`src/rtl/truth_table_sweeper.sv`:
```
// ----------------------------------------------------------------------------
// truth_table_sweeper
//
// Stimulus/capture stage for a 4-input combinational function under test.
// Walks {a,b,c,d} through all 16 input combinations. Each vector is held for
// SETTLE_CYCLES cycles so the function can settle. One further cycle then
// samples x_in. The 16 samples form a truth-table word that is published with
// a one-cycle done pulse, together with its ones count and a compare result
// against an expected table.
//
// Parameters:
//   SETTLE_CYCLES  cycles each vector is held before x_in is sampled (1..255)
//
// Ports:
//   clk         in   system clock, rising edge
//   rst         in   synchronous, active-high reset
//   start       in   level; sampled only in IDLE, starts a sweep
//   x_in        in   output of the function under test
//   exp_table   in   expected truth table, sampled on the edge entering DONE
//   a,b,c,d     out  stimulus vector, a = MSB, d = LSB
//   busy        out  high while a sweep is in progress (SETTLE/SAMPLE)
//   done        out  one-cycle pulse when table_out/ones_count/pass are new
//   table_out   out  captured table; bit k = x for {a,b,c,d} == k
//   ones_count  out  number of ones in table_out (0..16)
//   pass        out  table_out == exp_table
// ----------------------------------------------------------------------------
module truth_table_sweeper #(
    parameter int SETTLE_CYCLES = 2
) (
    input  logic        clk,
    input  logic        rst,
    input  logic        start,
    input  logic        x_in,
    input  logic [15:0] exp_table,
    output logic        a,
    output logic        b,
    output logic        c,
    output logic        d,
    output logic        busy,
    output logic        done,
    output logic [15:0] table_out,
    output logic [4:0]  ones_count,
    output logic        pass
);

    localparam logic [1:0] S_IDLE   = 2'd0;
    localparam logic [1:0] S_SETTLE = 2'd1;
    localparam logic [1:0] S_SAMPLE = 2'd2;
    localparam logic [1:0] S_DONE   = 2'd3;

    // Terminal value of the 8-bit settle counter.
    localparam logic [7:0] LP_CNT_LAST = 8'(SETTLE_CYCLES - 1);

    logic [1:0]  r_state;
    logic [3:0]  r_idx;
    logic [7:0]  r_cnt;
    logic [15:0] r_shadow;
    logic [3:0]  r_abcd;
    logic        r_busy;
    logic        r_done;
    logic [15:0] r_table;
    logic [4:0]  r_ones;
    logic        r_pass;

    // Shadow as it will look after the current SAMPLE cycle. Used on the
    // final SAMPLE so the published table includes the last bit.
    logic [15:0] w_shadow_next;
    logic [4:0]  w_ones_next;

    // NOTE: every signal assigned in always_comb gets a default first, so no
    //       path leaves it unassigned and no latch is inferred.
    always_comb begin
        w_shadow_next        = r_shadow;
        w_shadow_next[r_idx] = x_in;
        w_ones_next          = '0;
        for (int k = 0; k < 16; k++) begin
            w_ones_next = w_ones_next + {4'b0000, w_shadow_next[k]};
        end
    end

    // NOTE: all state is updated with non-blocking assignments, so every
    //       register in this block sees the pre-edge values of the others.
    always_ff @(posedge clk) begin
        if (rst) begin
            r_state  <= S_IDLE;
            r_idx    <= '0;
            r_cnt    <= '0;
            r_shadow <= '0;
            r_abcd   <= '0;
            r_busy   <= 1'b0;
            r_done   <= 1'b0;
            r_table  <= '0;
            r_ones   <= '0;
            r_pass   <= 1'b0;
        end else begin
            case (r_state)
                S_IDLE: begin
                    r_abcd <= '0;
                    r_done <= 1'b0;
                    if (start) begin
                        r_idx    <= '0;
                        r_cnt    <= '0;
                        r_shadow <= '0;
                        r_busy   <= 1'b1;
                        r_state  <= S_SETTLE;
                    end
                end

                // x_in is deliberately ignored here; glitches while the
                // function settles never reach the shadow register.
                S_SETTLE: begin
                    if (r_cnt == LP_CNT_LAST) begin
                        r_state <= S_SAMPLE;
                    end else begin
                        r_cnt <= r_cnt + 8'd1;
                    end
                end

                S_SAMPLE: begin
                    r_shadow <= w_shadow_next;
                    if (r_idx == 4'd15) begin
                        // Publish the finished sweep on the edge entering DONE.
                        r_table <= w_shadow_next;
                        r_ones  <= w_ones_next;
                        r_pass  <= (w_shadow_next == exp_table);
                        r_done  <= 1'b1;
                        r_busy  <= 1'b0;
                        r_abcd  <= '0;
                        r_state <= S_DONE;
                    end else begin
                        r_idx   <= r_idx + 4'd1;
                        r_abcd  <= r_idx + 4'd1;
                        r_cnt   <= '0;
                        r_state <= S_SETTLE;
                    end
                end

                // Single-cycle state; start is not looked at, so a request
                // arriving now is dropped rather than queued.
                S_DONE: begin
                    r_done  <= 1'b0;
                    r_state <= S_IDLE;
                end

                default: begin
                    r_state <= S_IDLE;
                    r_busy  <= 1'b0;
                    r_done  <= 1'b0;
                    r_abcd  <= '0;
                end
            endcase
        end
    end

    assign a          = r_abcd[3];
    assign b          = r_abcd[2];
    assign c          = r_abcd[1];
    assign d          = r_abcd[0];
    assign busy       = r_busy;
    assign done       = r_done;
    assign table_out  = r_table;
    assign ones_count = r_ones;
    assign pass       = r_pass;

endmodule

```
`config.mk`:
```
export PLATFORM = sky130hd
export DESIGN_NAME = truth_table_sweeper
export DESIGN_NICKNAME = d
export VERILOG_FILES = /design/src/rtl/truth_table_sweeper.sv
export SDC_FILE = /design/constraint.sdc
export NUM_CORES = 1
export LEC_CHECK = 0
export ABC_AREA = 1
export BUFFER_PORTS_ARGS = -buffer_cell sky130_fd_sc_hd__buf_2
export CAP_MARGIN = 20
export CORE_UTILIZATION = 45
export CTS_CLUSTER_SIZE = 16
export DETAILED_ROUTE_END_ITERATION = 10
export PLACE_DENSITY_LB_ADDON = 0.15
export SETUP_SLACK_MARGIN = 0.15
export SYNTH_ARGS = -nofsm -noshare
export SYNTH_HDL_FRONTEND = slang
export SYNTH_SLANG_ARGS = --single-unit
```
`constraint.sdc`:
```
create_clock -name clk -period 4.1 [get_ports clk]
set_input_delay 1.025 -clock clk [delete_from_list [all_inputs] [get_ports clk]]
set_output_delay 1.025 -clock clk [all_outputs]
set_load 0.02 [all_outputs]
```
==> results of run 1 <==
## timing repair
action / CTS / global route
endpoints found under the hold margin: 0 / 0
pin swaps: 12 / 11
buffers inserted: 29 / 3
resized for setup: 22 / 25
hold buffers: 0 / 0
setup endpoints to repair: 4 / 5
gates cloned: 1 / 0
## area by class of cell
type / instances / share of cell area
repair buffers: 133 / 0.191
inverters: 66 / 0.0551
well taps: 102 / 0.0261
clock inverters: 7 / 0.0141
clock buffers: 9 / 0.0254
flip-flops and latches: 58 / 0.240
multi-input cells: 370 / 0.449
## logic make-up after synthesis
logic type | count (synthesis) | share of synthesized area
xor+xnor | 7 | 0.0172
simple gates | 255 | 0.316
compound gates | 83 | 0.129
fa+ha+maj | 25 | 0.109
flops | 58 | 0.325
buf+inv | 88 | 0.104
## cell usage after synthesis, types with 2 or more instances
cell type | instances | area share
inv_1 | 60 | 0.063
buf_6 | 3 | 0.0095
nor3_1 | 6 | 0.0084
nand2_1 | 138 | 0.15
clkbuf_1 | 8 | 0.0084
fa_1 | 10 | 0.056
ha_1 | 15 | 0.053
nor2_4 | 2 | 0.0063
dfxtp_1 | 58 | 0.33
buf_2 | 8 | 0.011
nand3_1 | 45 | 0.063
nand4_1 | 7 | 0.012
a221oi_1 | 2 | 0.0049
nand3b_1 | 4 | 0.0084
nor2_1 | 45 | 0.047
a21oi_1 | 43 | 0.060
a31oi_1 | 6 | 0.011
o21ai_0 | 23 | 0.032
xor2_1 | 5 | 0.012
a211oi_1 | 2 | 0.0042
inv_4 | 2 | 0.0035
xnor2_1 | 2 | 0.0049
inv_2 | 4 | 0.0042
nand2_4 | 2 | 0.0063
## power by group through the flow
stage | combinational, mW | sequential (mW) | clock, mW
2_1_floorplan | 0.691 | 0.666 | 0
3_3_place_gp | 1.05 | 0.662 | 0
3_5_place_dp | 1.06 | 0.662 | 0
4_1_cts | 1.14 | 0.660 | 0.539
5_1_grt | 1.39 | 0.672 | 0.572
6_report | 1.25 | 0.665 | 0.532
## per-stage QoR
step | hold WS [ns] | utilization | std cells | area, um2
6_report | 0.465 | 0.635 | 745 | 4880
2_1_floorplan | 0.443 | - | 516 | 3630
5_1_grt | 0.486 | 0.635 | 745 | 4880
4_1_cts | 0.467 | 0.623 | 742 | 4790
3_5_place_dp | 0.456 | 0.554 | 696 | 4260
3_3_place_gp | 0.449 | 0.554 | 696 | 4260
## sequential cells by signal (all words and copies together), names as in the netlist
signal,count
r_cnt,8
r_abcd,4
pass,1
r_state,2
busy,1
done,1
r_idx,4
ones_count,5
r_shadow,16
table_out,16
## routing by layer
metal / part of all wire / vias to the layer above
met1: 0.42 / 1773
li1: - / 1909
met4: 0.028 / 0
met2: 0.50 / 135
met5: 0 / -
met3: 0.057 / 23
## path summary, 6_finish.rpt
check / start / endpoint / slack [ns] / cells past startpoint
worst max-delay path: x_in / table_out[7] / -0.009 / 29
worst min-delay path: r_abcd[2] / r_abcd[2] / 0.47 / 2
worst max register to register: r_idx[1] / table_out[7] / 0.04 / 31
worst min register to register: r_abcd[2] / r_abcd[2] / 0.47 / 2
## critical path: cells and delay by family
family	cells	cell delay, ns
AO/OA/AOI/OAI	1	0.10
buffers and inverters	26	3.11
AND/OR/NAND/NOR	2	0.15
==> metrics.md, run 1 <==
| Metric | Value |
|---|---|
| Clock tree sinks | `58` |
| # nets final | `683` |
| Final setup fails | `1` |
| Boundary Pins | `48` |
| Leak pwr | `2.29 nW` |
| Syn_area_per_cell | `6.92 um2` |
| Hold Crit Class | `flip-flop to flip-flop` |
| Initial Utilization | `0.464` |
| Share of cells above drive strength 1 | `0.323` |
| Filler cells | `686` |
| Multi-input logic area | `2190 um2` |
| PortBufs | `47` |
| Gr usage total | `0.266` |
| Failing checks | `negative setup slack` |
| GRT Max-Usage Layer | `met2` |
| Combinational Power Share | `0.511` |
| CTS tree | `done` |
| Max-slew headroom | `0.476` |
| Pwr per Cell Area | `502 nW/um2` |
| Grt total ovfl | `0` |
| Register area | `1170 um2` |
| Via/cell ratio | `5.15` |
| Status | `finished with violations` |
| Drt first pass iters | `5` |
| Area grow syn2layout | `36.9%` |
| Clock-pin slew on the worst setup and hold paths | `0.07 ns` |
| Most common cell after layout, fill and taps aside | `nand2_1` |
| P_int | `1.40 mW` |
| Switching Fraction | `0.429` |
| Sw power | `1.05 mW` |
| CP Data Required Time | `4.37 ns` |
| Worst-Margin Slew | `0.785 ns` |
| Wirelength per Cell | `14.2 um` |
| Critical Path AT | `4.38 ns` |
| Yosys cell types | `40` |
| CP endpoint kind | `flip-flop` |
| Critical path's most frequent cell | `buf_4` |
| Syn Nets | `561` |
| CP Launch Type | `primary input` |
| Critical path type | `primary input to flip-flop` |
| Post-route clock period utilization | `1.00` |
| Final Hold Vio Count | `0` |
| CP peak stage delay | `0.13 ns` |
| Antenna viol nets, final | `0` |
| Max Root-Sink Buffers | `2` |
| Clk network pwr share | `0.217` |
| M2 GR Usage | `0.454` |
| DP Wirelength | `7.19 mm` |
| Post-synthesis sequential area ratio | `0.325` |
| Warnings, synthesis | `0` |
| Synthesized instance count | `516` |
| Largest net degree at the start of global routing | `36` |
| CP Max Fanout | `5` |
| Final setup TNS | `-0.00936 ns` |
| Most frequent cells in the layout | `nand2_1, buf_4, dfxtp_1, inv_1, buf_2` |
| Clock Skew | `0.00710 ns` |
| Clk_lat worst skew | `0.34 ns` |
| Die area | `8290 um2` |
| RSZ-0062 raised after global routing | `yes` |
| Slowest stage cell, crit path | `buf_4` |
| Min Clock Period, post-route | `4.11 ns` |
| Die W | `91.1 um` |
| Routability cong. | `0.873` |
| DRC errors left | `0` |
| Antenna fix cells | `0` |
| Top FF cell, synth | `dfxtp_1` |
| Met3 usage | `0.0402` |
| Seq cells post-synth | `58` |
| Antenna violations before repair | `0` |
| Total number of vias | `3840` |
| Row cnt | `32` |
| Sequential share of power | `0.271` |
| First-pass GRT wire length | `17.3 mm` |
| Final WS setup | `-0.00936 ns` |
| Peak Freq | `243 MHz` |
| Max-Cap Viols | `0` |
| Final slew viol count | `0` |
| H-tree depth | `3` |
| Mapped cell area | `3570 um2` |
| Root cell of the clock tree | `clkbuf_8` |
| CTS buffer count | `9` |
| Die Height | `91.1 um` |
| Pre-CTS WS | `-0.490 ns` |
| Worst IR Drop VDD | `0.292 mV` |
| Core area | `7690 um2` |
| First DRT Iteration DRCs | `175` |
| Ys async rst share | `0` |
| Vias in the first global route | `3657` |
| EDFF count, synth | `0` |
| GRT met1 Usage | `0.325` |
| Final total power | `2.45 mW` |
| Overall routed net length | `10.5 mm` |
No activity file was read; power rests on OpenSTA's default activity.
==> inputs of run 2 (changes only) <==
--- a/config.mk
+++ b/config.mk
@@ -6,11 +6,11 @@
 export NUM_CORES = 1
 export LEC_CHECK = 0
 export ABC_AREA = 1
-export BUFFER_PORTS_ARGS = -buffer_cell sky130_fd_sc_hd__buf_2
 export CAP_MARGIN = 20
 export CORE_UTILIZATION = 45
 export CTS_CLUSTER_SIZE = 16
 export DETAILED_ROUTE_END_ITERATION = 10
+export DONT_BUFFER_PORTS = 1
 export PLACE_DENSITY_LB_ADDON = 0.15
 export SETUP_SLACK_MARGIN = 0.15
 export SYNTH_ARGS = -nofsm -noshare
==> metrics.md, run 2 (synthesis results as in run 1) <==
| Metric | Value |
|---|---|
| Status | `finished with violations` |
| Failing checks | `negative setup slack` |
| Antenna fix cells | `0` |
| Grt total ovfl | `0` |
| Clk network pwr share | `0.198` |
| WHS Path Cells | `2` |
| Drt first pass iters | `5` |
| CP cell instances | `buf_6 > ha_4 > buf_8 > nand2_4 > nand2_4 > and2_4 > inv_4 > fa_1 > inv_2 > fa_2 > fa_2 > fa_1 > inv_2 > ha_4 > fa_2 > xnor2_1 > a21oi_1` |
| Peak Freq | `241 MHz` |
| DP Wirelength | `6.93 mm` |
| Critical Path AT | `4.40 ns` |
| Sw power | `1.24 mW` |
| Vias in the first global route | `3785` |
| CP Launch Type | `flip-flop` |
| Antenna violations before repair | `0` |
| Pwr per Cell Area | `600 nW/um2` |
| Leak pwr | `2.32 nW` |
| Critical Path Stages | `17` |
| Area grow syn2layout | `44.7%` |
| Root cell of the clock tree | `clkbuf_8` |
| Worst-Margin Slew | `0.746 ns` |
| Most frequent cells in the layout | `nand2_1, buf_4, dfxtp_1, inv_1, buf_6` |
| Boundary Pins | `48` |
| H-tree depth | `3` |
| Initial Utilization | `0.464` |
| Most common cell after layout, fill and taps aside | `nand2_1` |
| First-pass GRT wire length | `18.1 mm` |
| Filler cells | `631` |
| Core Util, Final | `0.672` |
| Routability cong. | `0.917` |
| Delay-heaviest family, CP | `adder cells` |
| Sequential share of power | `0.216` |
| Hold-fix buffers, CTS | `0` |
| P_int | `1.86 mW` |
| PortBufs | `0` |
| Total number of vias | `3909` |
| Min Clock Period, post-route | `4.15 ns` |
| Row cnt | `32` |
| Final WS setup | `-0.0464 ns` |
| Die area | `8290 um2` |
| # nets final | `674` |
| Clock-pin slew on the worst setup and hold paths | `0.08 ns` |
| CP Max Fanout | `5` |
| FF-to-FF path depth | `17` |
| Critical path's most frequent cell | `fa_2` |
| Clock tree sinks | `58` |
| Switching Fraction | `0.400` |
| Clk_lat worst skew | `0.33 ns` |
| Max-slew headroom | `0.502` |
| Slowest stage cell, crit path | `fa_1` |
| Final setup fails | `3` |
| DRC errors left | `0` |
| Die Height | `91.1 um` |
| Via/cell ratio | `5.31` |
| CTS tree | `done` |
| Final setup TNS | `-0.109 ns` |
| Combinational Power Share | `0.586` |
| Final Hold Vio Count | `0` |
| Overall routed net length | `12.7 mm` |
| Hold Crit Class | `flip-flop to flip-flop` |
| CP peak stage delay | `0.56 ns` |
| Final slew viol count | `0` |
| Crit path buffers/inverters | `5` |
| RSZ-0062 raised after global routing | `yes` |
| Share of cells above drive strength 1 | `0.325` |
| Post-route clock period utilization | `1.01` |
| Clock Skew | `0.00968 ns` |
| Hold Slack | `0.465 ns` |
| Wirelength per Cell | `17.2 um` |
| Largest net degree at the start of global routing | `36` |
| CP endpoint kind | `flip-flop` |
| Worst IR Drop VDD | `0.438 mV` |
| Die W | `91.1 um` |
| Critical path type | `flip-flop to flip-flop` |
| Core area | `7690 um2` |
| CP Data Required Time | `4.36 ns` |
| Antenna viol nets, final | `0` |
| Max Root-Sink Buffers | `2` |
| Gr usage total | `0.285` |
| First DRT Iteration DRCs | `182` |
| Max-Cap Viols | `0` |
| CTS buffer count | `9` |
## run 2: worst paths after layout
| kind | from | end | slack, ns |
|---|---|---|---|
| setup / recovery | r_idx[0] | ones_count[2] | -0.05 |
| hold / removal | r_shadow[2] | r_shadow[2] | 0.47 |
| setup reg to reg | r_idx[0] | ones_count[2] | -0.05 |
| hold reg to reg | r_shadow[2] | r_shadow[2] | 0.47 |
## run 2: what timing repair did
item,CTS,global route
pin swaps,19,29
resized for setup,33,71
buffers inserted,70,7
setup endpoints to repair,4,6
## run 2: metal layers
layer  wire length (um)  GRT usage  up-vias  share of wire
met2               6220      0.487      151           0.49
met1               5090      0.329     1832           0.40
li1                   -          -     1890              -
met5                  0          0        -              0
met4                488      0.155        0          0.039
met3                869     0.0662       36          0.069
## run 2: worst min-delay path: stages, from the launching register on
cell and delay, ns:
dfxtp_1 0.31, nand2_1 0.06, a21oi_1 0.06
## run 2: layout make-up
type	instances	area, um2	area share
Clock inverter	6	88.8	0.0172
Timing Repair Buffer	124	1120	0.218
Sequential cell	58	1170	0.227
Multi-Input combinational cell	370	2240	0.434
Clock buffer	10	138	0.0266
Inverter	66	274	0.0531
Tap cell	102	128	0.0247
## run 2: power by group through the flow
stage	Sequential [mW]	Combinational (mW)	Clock (mW)
after floorplan	0.666	0.691	0
after detailed placement	0.673	1.03	0
after global placement	0.672	1.02	0
after CTS	0.666	1.47	0.628
after global routing	0.677	1.93	0.646
final	0.670	1.82	0.613
## run 2: through the flow
step	power [mW]	worst slack [ns]	cells	cell area (um2)
floorplan	1.36	-0.0625	516	3630
global placement	1.70	-0.132	643	3980
detailed placement	1.71	-0.162	643	3980
CTS	2.77	0.103	729	4840
global route	3.25	-0.202	736	5160
finish	3.10	-0.0464	736	5160
==> inputs of run 3 (changes only) <==
--- a/config.mk
+++ b/config.mk
@@ -13,6 +13,7 @@
 export DONT_BUFFER_PORTS = 1
 export PLACE_DENSITY_LB_ADDON = 0.15
 export SETUP_SLACK_MARGIN = 0.15
+export SKIP_CTS_REPAIR_TIMING = 1
 export SYNTH_ARGS = -nofsm -noshare
 export SYNTH_HDL_FRONTEND = slang
 export SYNTH_SLANG_ARGS = --single-unit
==> metrics.md, run 3 (synthesis results as in run 1) <==
| Metric | Value |
|---|---|
| Status | `finished, final reports clean` |
| CP cell instances | `buf_6 > buf_4 > inv_4 > ha_4 > nand3_4 > nand2_2 > inv_2 > fa_1 > inv_2 > fa_1 > fa_2 > fa_1 > inv_2 > ha_4 > a21o_1 > a21oi_2 > nor2_1 > o221ai_2 > inv_1` |
| Routability cong. | `0.917` |
| Min Clock Period, post-route | `4.01 ns` |
| PortBufs | `0` |
| Root cell of the clock tree | `clkbuf_8` |
| Crit path buffers/inverters | `7` |
| RSZ-0062 raised after global routing | `yes` |
| Drt first pass iters | `4` |
| Final WS setup | `0.0937 ns` |
| CTS buffer count | `9` |
| Critical Path AT | `4.24 ns` |
| First-pass GRT wire length | `15.6 mm` |
| Slowest stage cell, crit path | `fa_1` |
| Worst IR Drop VDD | `0.294 mV` |
| Vias in the first global route | `3333` |
| Max Root-Sink Buffers | `2` |
| Wirelength per Cell | `14.5 um` |
| Post-route clock period utilization | `0.977` |
| Total number of vias | `3389` |
| First DRT Iteration DRCs | `110` |
| CP endpoint kind | `flip-flop` |
| WHS Path Cells | `2` |
| DP Wirelength | `6.93 mm` |
| Overall routed net length | `9.70 mm` |
| # nets final | `607` |
| CP peak stage delay | `0.53 ns` |
| Die area | `8290 um2` |
| Die W | `91.1 um` |
| DRC errors left | `0` |
| Via/cell ratio | `5.07` |
| Largest net degree at the start of global routing | `36` |
| CTS tree | `done` |
| Hold Crit Class | `flip-flop to flip-flop` |
| Crit Reg-Reg Startpoint | `r_idx[0]` |
| Most common cell after layout, fill and taps aside | `nand2_1` |
| Antenna violations before repair | `0` |
| Filler cells | `742` |
| Multi-input logic area | `2190 um2` |
| Leak pwr | `1.93 nW` |
| CP Launch Type | `flip-flop` |
| FF-to-FF path depth | `19` |
| H-tree depth | `3` |
| Worst-Margin Slew | `0.714 ns` |
| Max-Cap Viols | `0` |
| RR Endpoint | `ones_count[3]` |
| Die Height | `91.1 um` |
| Area grow syn2layout | `24.0%` |
| Antenna fix cells | `0` |
| Worst Hold End | `r_shadow[11]` |
| Antenna viol nets, final | `0` |
| Clk_lat worst skew | `0.34 ns` |
| CP Max Fanout | `3` |
| Clock tree sinks | `58` |
| Grt total ovfl | `0` |
| Initial Utilization | `0.464` |
| Final setup fails | `0` |
| Min-delay src | `r_shadow[11]` |
| Most frequent cells in the layout | `nand2_1, dfxtp_1, buf_4, inv_1, nor2_1` |
| CP Data Required Time | `4.34 ns` |
| Max-slew headroom | `0.523` |
| Critical path type | `flip-flop to flip-flop` |
| Clock Skew | `0.00848 ns` |
| R2R Setup Slk | `0.09 ns` |
| Row cnt | `32` |
| Final Hold Vio Count | `0` |
| Share of cells above drive strength 1 | `0.235` |
| Peak Freq | `250 MHz` |
| Clock-pin slew on the worst setup and hold paths | `0.07 ns` |
| Critical Path Stages | `19` |
| Gr usage total | `0.242` |
| Register area | `1170 um2` |
| Pwr per Cell Area | `575 nW/um2` |
| Final setup TNS | `0 ns` |
| Pre-CTS WS | `-0.162 ns` |
| Boundary Pins | `48` |
| Core area | `7690 um2` |
| Delay-heaviest family, CP | `adder cells` |
| Final slew viol count | `0` |
## run 3: cell count changes in the layout (fill, tap and decap cells not counted), moves of 2 or more
cell and change:
buf_6 -43, nand2_2 +4, buf_4 -22, nand2_1 +2, nand2_4 -6
## run 3: through the flow
stage | utilization | instance area [um2] | hold slack [ns] | total power [mW] | std cells
after floorplan | - | 3630 | 0.443 | 1.36 | 516
after global placement | 0.518 | 3980 | 0.446 | 1.70 | 643
after detailed placement | 0.518 | 3980 | 0.453 | 1.71 | 643
after CTS | 0.547 | 4210 | 0.464 | 2.33 | 659
after global routing | 0.576 | 4420 | 0.486 | 2.72 | 669
final | 0.576 | 4420 | 0.461 | 2.54 | 669
## run 3: layer usage
metal	global-route usage	share of wire	vias up
met1	0.294	0.45	1558
met3	0.0561	0.050	12
li1	-	-	1748
met4	0.0860	0.014	0
met5	0	0	-
met2	0.418	0.48	71
## run 3: cell type report
cell class / instances / share of cell area
multi-input combinational: 370 / 0.495
sequential: 58 / 0.264
timing repair buffer: 57 / 0.0993
inverter: 66 / 0.0614
clock buffer: 10 / 0.0311
tap: 102 / 0.0288
clock inverter: 6 / 0.0201
## run 3: power by group
part           switching [mW]  internal (mW)
Combinational           0.735          0.526
Sequential             0.0566          0.614
Clock                   0.252          0.360
Total                    1.04           1.50
## run 3: how the worst max path moves through the flow
| stage | start | to | slack [ns] |
|---|---|---|---|
| after floorplan | x_in | ones_count[1] | -0.06 |
| after global placement | x_in | ones_count[2] | -0.13 |
| after detailed placement | x_in | ones_count[3] | -0.16 |
| after CTS | r_idx[0] | ones_count[3] | -0.08 |
| after global routing | r_idx[1] | ones_count[3] | -0.09 |
| final | r_idx[0] | ones_count[3] | 0.09 |
## run 3: tightest hold or removal path, cell delays in order, from the launching register on
cell and delay, ns:
dfxtp_1 0.31, nand2_1 0.06, a21oi_1 0.05
